$ cat config.mk
export PLATFORM = sky130hd
export DESIGN_NAME = imem_program_loader
export DESIGN_NICKNAME = d
export VERILOG_FILES = /design/src/rtl/imem_program_loader_pkg.sv /design/src/rtl/imem_program_loader_byte_word_assembler.sv /design/src/rtl/imem_program_loader.sv
export SDC_FILE = /design/constraint.sdc
export NUM_CORES = 1
export LEC_CHECK = 0
export CORE_MARGIN = 2
export CORE_UTILIZATION = 45
export DETAILED_ROUTE_END_ITERATION = 6
export GPL_ROUTABILITY_DRIVEN = 0
export HOLD_SLACK_MARGIN = 0.08
export PLACE_DENSITY = 0.8
export SETUP_SLACK_MARGIN = 0.4
export SLEW_MARGIN = 20
export SYNTH_ARGS = -nofsm -noshare
export SYNTH_HDL_FRONTEND = slang
export SYNTH_SLANG_ARGS = --single-unit
$ cat constraint.sdc
create_clock -name clk -period 4.8 [get_ports clk]
set_input_delay 0.96 -clock clk [delete_from_list [all_inputs] [get_ports clk]]
set_output_delay 0.96 -clock clk [all_outputs]
set_load 0.02 [all_outputs]
$ cat src/rtl/imem_program_loader_pkg.sv
// Shared types and constants for the instruction-memory program loader.
// Pure declarations: no latency, no handshake.
package imem_program_loader_pkg;

  typedef enum logic [1:0] {
    IDLE  = 2'd0,
    RECV  = 2'd1,
    WRITE = 2'd2,
    DONE  = 2'd3
  } state_t;

  localparam int WORD_BYTES         = 4;
  localparam int DEFAULT_ADDR_WIDTH = 6;

endpackage

$ cat src/rtl/imem_program_loader_byte_word_assembler.sv
// Shifts bytes MSB-first into a 32-bit word; word_full flags the 4th accepted byte.
// Word updates on the accepting edge; upstream handshake is owned by the caller via shift_en.
module imem_program_loader_byte_word_assembler
  import imem_program_loader_pkg::*;
(
  input  logic        clk,
  input  logic        reset,
  input  logic        clear,
  input  logic        shift_en,
  input  logic [7:0]  byte_data,
  output logic [31:0] word,
  output logic        word_full
);

  localparam logic [1:0] LAST_BYTE = 2'(WORD_BYTES - 1);

  logic [1:0] byte_cnt;

  assign word_full = shift_en && !clear && (byte_cnt == LAST_BYTE);

  // clear beats shift so an aborted partial word never completes
  always_ff @(posedge clk or posedge reset) begin
    if (reset) begin
      byte_cnt <= '0;
      word     <= '0;
    end else if (clear) begin
      byte_cnt <= '0;
    end else if (shift_en) begin
      word     <= {word[23:0], byte_data};
      byte_cnt <= byte_cnt + 2'd1;
    end
  end

endmodule

$ cat src/rtl/imem_program_loader.sv
// Loads a byte-streamed program into instruction memory from word 0, stalling the CPU throughout.
// Per word: 4 RECV cycles + 1 WRITE; byte_ready drops in WRITE/DONE so the source holds its byte.
module imem_program_loader
  import imem_program_loader_pkg::*;
#(
  parameter int ADDR_WIDTH = DEFAULT_ADDR_WIDTH
) (
  input  logic                  clk,
  input  logic                  reset,
  input  logic                  start,
  input  logic [ADDR_WIDTH:0]   len_words,
  input  logic                  abort,
  input  logic                  byte_valid,
  input  logic [7:0]            byte_data,
  output logic                  byte_ready,
  output logic                  mem_we,
  output logic [31:0]           mem_addr,
  output logic [31:0]           mem_wdata,
  output logic                  cpu_stall,
  output logic                  pc_reset,
  output logic                  busy,
  output logic                  done,
  output logic                  err
);

  localparam logic [ADDR_WIDTH:0] DEPTH = {1'b1, {ADDR_WIDTH{1'b0}}};

  state_t                state;
  logic [ADDR_WIDTH:0]   len;
  logic [ADDR_WIDTH-1:0] word_idx;
  logic                  word_full;
  logic                  last_word;
  logic                  len_ok;

  assign byte_ready = (state == RECV);
  assign busy       = (state != IDLE);
  assign cpu_stall  = busy;
  assign mem_we     = (state == WRITE) && !abort;
  assign mem_addr   = {{(30-ADDR_WIDTH){1'b0}}, word_idx, 2'b00};
  assign last_word  = ({1'b0, word_idx} == (len - (ADDR_WIDTH+1)'(1)));
  assign len_ok     = (len_words != '0) && (len_words <= DEPTH);

  imem_program_loader_byte_word_assembler u_asm (
    .clk       (clk),
    .reset     (reset),
    .clear     ((state == IDLE) || abort),
    .shift_en  (byte_valid && byte_ready),
    .byte_data (byte_data),
    .word      (mem_wdata),
    .word_full (word_full)
  );

  always_ff @(posedge clk or posedge reset) begin
    if (reset) begin
      state    <= IDLE;
      len      <= '0;
      word_idx <= '0;
      err      <= 1'b0;
      done     <= 1'b0;
      pc_reset <= 1'b0;
    end else begin
      err      <= 1'b0;
      done     <= 1'b0;
      pc_reset <= 1'b0;
      case (state)
        IDLE: begin
          if (start) begin
            if (len_ok) begin
              len      <= len_words;
              word_idx <= '0;
              state    <= RECV;
            end else begin
              err <= 1'b1;
            end
          end
        end
        RECV: begin
          if (abort) begin
            err   <= 1'b1;
            state <= IDLE;
          end else if (word_full) begin
            state <= WRITE;
          end
        end
        WRITE: begin
          if (abort) begin
            err   <= 1'b1;
            state <= IDLE;
          end else if (last_word) begin
            state <= DONE;
          end else begin
            word_idx <= word_idx + 1'b1;
            state    <= RECV;
          end
        end
        DONE: begin
          // completion pulses are registered, so an abort here can still cancel them
          if (abort) begin
            err <= 1'b1;
          end else begin
            done     <= 1'b1;
            pc_reset <= 1'b1;
          end
          state <= IDLE;
        end
        default: state <= IDLE;
      endcase
    end
  end

endmodule
==> results of run 1 <==
state kept, by name, summed over array words and instances, names as in the netlist:
name            cells
u_asm.word         32
len                 7
word_idx            6
state               2
u_asm.byte_cnt      2
done                1
err                 1
metal layers:
metal | wire, microns | GRT usage [%] | up-vias
met1 | 2150 | 21.9 | 837
met5 | 0 | 0 | -
met2 | 2320 | 26.1 | 65
met3 | 363 | 5.80 | 4
li1 | - | - | 810
met4 | 46 | 4.66 | 0
worst min-delay path by stage:
stage / to / slack [ns] / startpoint
global route: u_asm.word[29]$_DFFE_PP0P_ / 0.54 / u_asm.word[29]$_DFFE_PP0P_
global placement: u_asm.word[24]$_DFFE_PP0P_ / 0.49 / u_asm.word[24]$_DFFE_PP0P_
floorplan: len[6]$_DFFE_PP0P_ / 0.52 / len[6]$_DFFE_PP0P_
detailed placement: u_asm.word[24]$_DFFE_PP0P_ / 0.50 / u_asm.word[24]$_DFFE_PP0P_
CTS: u_asm.word[30]$_DFFE_PP0P_ / 0.52 / u_asm.word[30]$_DFFE_PP0P_
finish: u_asm.word[30]$_DFFE_PP0P_ / 0.51 / u_asm.word[30]$_DFFE_PP0P_
synthesized netlist by cell type (all sizes together):
cell	number
a21o	2
mux2i	1
o22ai	2
clkbuf	3
o211ai	2
nor3	7
ha	3
mux2	38
a32oi	1
and2	4
dfrtp	51
nand3	3
o41ai	4
a21oi	1
xnor2	4
buf	32
xor2	3
inv	11
a22oi	2
o31ai	3
nand2b	5
or4	1
nand2	5
or2	1
and3	3
nor2b	3
conb	1
o221a	1
nor4	1
a31o	1
or3b	1
o31a	1
a31oi	1
nor2	6
o21ai	6
worst max-delay path, delay by kind of cell:
| family | cells | cell delay [ns] |
|---|---|---|
| buffers and inverters | 4 | 1.32 |
| AND/OR/NAND/NOR | 1 | 0.14 |
final cells by class:
class                   count  area [sq um]  share of cell area, %
clock buffers               5          68.8                   2.11
well taps                  72          90.1                   2.76
clock inverters             3          47.5                   1.46
repair buffers             65           648                   19.9
flip-flops and latches     51          1280                   39.2
inverters                  11          42.5                   1.31
multi-input cells         142          1090                   33.3
kinds of logic after synthesis:
kind of cell	count (synthesis)	share of synthesized area (%)
AO/OA/AOI/OAI	27	8.92
XOR/XNOR	7	2.40
AND/OR/NAND/NOR	40	8.77
other	1	0.147
buffers and inverters	46	11.2
flip-flops	51	50.0
multiplexers	39	17.1
adder cells (fa/ha/maj)	3	1.47
power breakdown:
group / internal [mW] / total, mW / switching (mW) / leakage, nW
registers: 0.567 / 0.668 / 0.101 / 0.641
logic: 0.347 / 0.663 / 0.316 / 0.734
clock network: 0.158 / 0.308 / 0.150 / 0.0587
==> results.toml, run 1 <==
[worst_setup_path]
slowest_stage = "clkdlybuf4s50_1"
slowest_delay_ns = 0.61
startpoint = "abort"
end_kind = "output pin"
cp-start-kind = "primary input"
cp_cell_sequence = "clkdlybuf4s50_1, inv_1, nand2b_1, inv_1, clkdlybuf4s50_1"
critPathKind = "primary input to output pin"
r2r_cells = 8
reg2reg_to = "word_idx[0]$_DFFE_PP0P_"
crit_path_max_fanout = 6
required_ns = 3.84
rr_startpoint = "len[0]$_DFFE_PP0P_"
arrival_ns = 2.42
r2r_slack_ns = 2.22
critical_path.endpoint = "mem_we"

[global_routing]
grt_pass1_wl_mm = 8.20
grt_pass1_vias = 1670
grt-ovfl-total = 0
antenna_found_initial = 0
grt_max_degree = 52
grt_use_total_pct = 16.6

[sta]
fin_skew_ns = 0.0139
finalHoldViolCount = 0
slew_violations = 0
layout_setup_ws_ns = 1.42
tightest_slew_ns = 0.890
setup_viol_count_final = 0
fin_setup_tns_ns = 0
min_period_ns = 3.38
holdWs_ns = 0.511
period_share_pct = 70.4
grt_setup_unrepaired = "no"
max_freq_ghz = 0.296
max_slew_margin_pct = 40.3

[finish]
n_antenna_cell = 0
fill_cells = 469
layout.nets = 299
drive_gt1_share_pct = 18.8
stdcell_count = 349
final_core_util_pct = 59.2
final_cell_mix = "64 x clkdlybuf4s50_1, 51 x dfrtp_1, 34 x mux2_2"
final_common_cell = "clkdlybuf4s50_1"
final_cell_area_sq_mm = 0.00326
syn_to_final_growth_pct = 27.6

[hold_path]
hold_path_class = "flop to flop"
min_path_cells = 1

[cts]
cts_tree = "yes"
postCtsSetupRepairBufs = 0
path_clk_slew_ns = 0.09
cts-htree-levels = 2
cts_hold_buffers = 0
cts_resized = 0
worstSkewPairLatency_ns = 0.31
cts_buffers = 5
cts_buffer_depth = 2
clkSinkCount = 51
root_buffer = "clkbuf_8"

[die]
ios = 91
coreArea_sq_mm = 0.00551
rows = 27
initial_core_util_pct = 46.4
die_w_microns = 79.3
dieArea_sq_mm = 0.00629
die_h_microns = 79.3

[logic_synthesis]
postSynthAreaPerCell_sq_um = 11.9
ys_seq_area_share_pct = 50.0
syn_area_sq_mm = 0.00255
ys_top_cells_by_area = "dfrtp_1 50%, mux2_2 15%, buf_4 8.2%, mux2_1 1.8%, inv_1 1.6%"
synth_top_area_share_pct = 50.0
synth-seq-cells = 51
synth_cell_types = 42
yosysWarnings = 0
synth_top_area_cell = "dfrtp_1"
synthCells = 214

[flow_run]
cap_viol_max_count = 0

[detailed_routing]
via_per_inst = 4.92
first_pass_iters = 4
drt_iter0_markers = 77
finalWirelength_mm = 4.87
postRouteAntennaNets = 0
wire_per_inst_microns = 14.0
drc_errors = 0
vias = 1716

[placement]
dp.cells = 341
dpl_worst_slack_ns = 1.45
portBuffers = 64
dp_hpwl_mm = 3.58
dpl_cell_area_sq_mm = 0.00314

[pwr]
power_mw = 1.64
p_leak_nw = 1.43
p_per_area_mw_per_mm2 = 503
ir_worst_vdd_v = 0.000375

[status]
status = "finished clean"
Power figures use the tool's default switching activity.
==> run 2, diff against run 1 <==
CORE_UTILIZATION = 41   (was 45)
PLACE_DENSITY = 0.77   (was 0.8)
clock period = 3 ns   (was 4.8 ns; I/O delays follow)
==> results.toml, run 2 (synthesis results as in run 1) <==
[finish]
final_common_cell = "clkdlybuf4s50_1"
final_core_util_pct = 56.5
layout.nets = 308
stdcell_count = 361
syn_to_final_growth_pct = 31.7
top_regs = "u_asm.word x32, len x7, word_idx x6"
multi_input_area_sq_mm = 0.00113
largest_reg_flops = 32
area.sequential_sq_mm = 0.00128
fill_cells = 523
final_cell_area_sq_mm = 0.00336
n_antenna_cell = 0
final_cell_mix = "59 x clkdlybuf4s50_1, 51 x dfrtp_1, 34 x mux2_2"
drive_gt1_share_pct = 22.7
top_register = "u_asm.word"

[sta]
finalHoldViolCount = 0
layout_setup_ws_ns = 0.532
fin_setup_tns_ns = 0
min_period_ns = 2.47
tightest_slew_ns = 0.572
slew_violations = 0
grt_setup_unrepaired = "no"
max_freq_ghz = 0.405
setup_viol_count_final = 0
holdWs_ns = 0.513
max_slew_margin_pct = 61.8
period_share_pct = 82.3
fin_skew_ns = 0.0106

[global_routing]
grt_use_total_pct = 14.7
antenna_found_initial = 0
grt_max_degree = 52
grt-ovfl-total = 0
grt_pass1_vias = 1729
grt_pass1_wl_mm = 8.32

[detailed_routing]
postRouteAntennaNets = 0
drc_errors = 0
drt_iter0_markers = 62
first_pass_iters = 4
wire_per_inst_microns = 13.9
via_per_inst = 4.96
finalWirelength_mm = 5.04
vias = 1792

[die]
die_h_microns = 82.9
dieArea_sq_mm = 0.00688
rows = 28
ios = 91
die_w_microns = 82.9
initial_core_util_pct = 42.9
coreArea_sq_mm = 0.00596

[cts]
cts_tree = "yes"
cts_buffer_depth = 2
root_buffer = "clkbuf_8"
cts_buffers = 5
path_clk_slew_ns = 0.10
worstSkewPairLatency_ns = 0.31
clkSinkCount = 51
cts-htree-levels = 2

[worst_setup_path]
critical_path.endpoint = "busy"
arrival_ns = 1.87
rr_startpoint = "len[0]$_DFFE_PP0P_"
reg2reg_to = "word_idx[0]$_DFFE_PP0P_"
r2r_cells = 8
required_ns = 2.40
slowest_delay_ns = 0.57
slowest_stage = "clkdlybuf4s50_1"
end_kind = "output pin"
critPathKind = "flop to output pin"
startpoint = "state[1]$_DFFE_PP0P_"
crit_path_max_fanout = 11
cp-start-kind = "flop"
r2r_slack_ns = 0.57
cp_cell_sequence = "nor2_1, inv_1, clkdlybuf4s50_1"

[flow_run]
cap_viol_max_count = 0

[pwr]
p_per_area_mw_per_mm2 = 760
ir_worst_vdd_v = 0.000637
p_leak_nw = 1.51
power_mw = 2.56

[placement]
dpl_worst_slack_ns = 0.0970
dpl_cell_area_sq_mm = 0.00317
dp.cells = 346
portBuffers = 64
dp_hpwl_mm = 3.49

[hold_path]
hold_path_class = "flop to flop"

[status]
status = "finished clean"
-- run 2: cell types whose count changed in the layout (fill, tap and decap cells not counted), sizes merged, moves of 2 or more --
cell,before,now
dlymetal6s2s,0,4
buf,1,9
clkinvlp,0,2
clkdlybuf4s50,64,59
clkinv,2,0
-- run 2: power by group --
part	total, mW	internal [mW]	switching (mW)
clock	0.406	0.167	0.239
sequential	1.07	0.908	0.160
combinational	1.08	0.567	0.517
total	2.56	1.64	0.916
-- run 2: worst max-delay path, delay by kind of cell (launching register included) --
family | cells | cell delay (ns)
buf+inv | 2 | 0.73
flops | 1 | 0.50
simple gates | 1 | 0.34
-- run 2: what timing repair did --
item,CTS,global route
hold buffers,0,0
setup endpoints to repair,3,12
setup buffers,2,4
hold endpoints to repair,0,0
resized for setup,3,7
gates cloned,0,1
pin swaps,0,4
-- run 2: layer usage --
layer / vias up / share of wire (%) / track usage, %
met5: - / 0 / 0
met4: 0 / 1.5 / 4.17
met3: 8 / 8.0 / 5.07
met2: 73 / 47 / 23.1
met1: 874 / 43 / 19.4
li1: 837 / - / -
-- run 2: area by class of cell --
cell class | count | share of cell area (%)
flip-flops and latches | 51 | 37.9
inverters | 11 | 1.23
clock buffers | 5 | 2.05
clock inverters | 3 | 0.707
well taps | 75 | 2.79
multi-input cells | 143 | 33.6
repair buffers | 73 | 21.7
-- run 2: worst min-delay path by stage --
stage | start | cells past startpoint | endpoint
2_1_floorplan | len[6]$_DFFE_PP0P_ | 2 | len[6]$_DFFE_PP0P_
3_5_place_dp | u_asm.word[27]$_DFFE_PP0P_ | 1 | u_asm.word[27]$_DFFE_PP0P_
6_report | u_asm.word[28]$_DFFE_PP0P_ | 1 | u_asm.word[28]$_DFFE_PP0P_
3_3_place_gp | u_asm.word[26]$_DFFE_PP0P_ | 1 | u_asm.word[26]$_DFFE_PP0P_
4_1_cts | u_asm.word[27]$_DFFE_PP0P_ | 1 | u_asm.word[27]$_DFFE_PP0P_
5_1_grt | u_asm.word[27]$_DFFE_PP0P_ | 1 | u_asm.word[27]$_DFFE_PP0P_
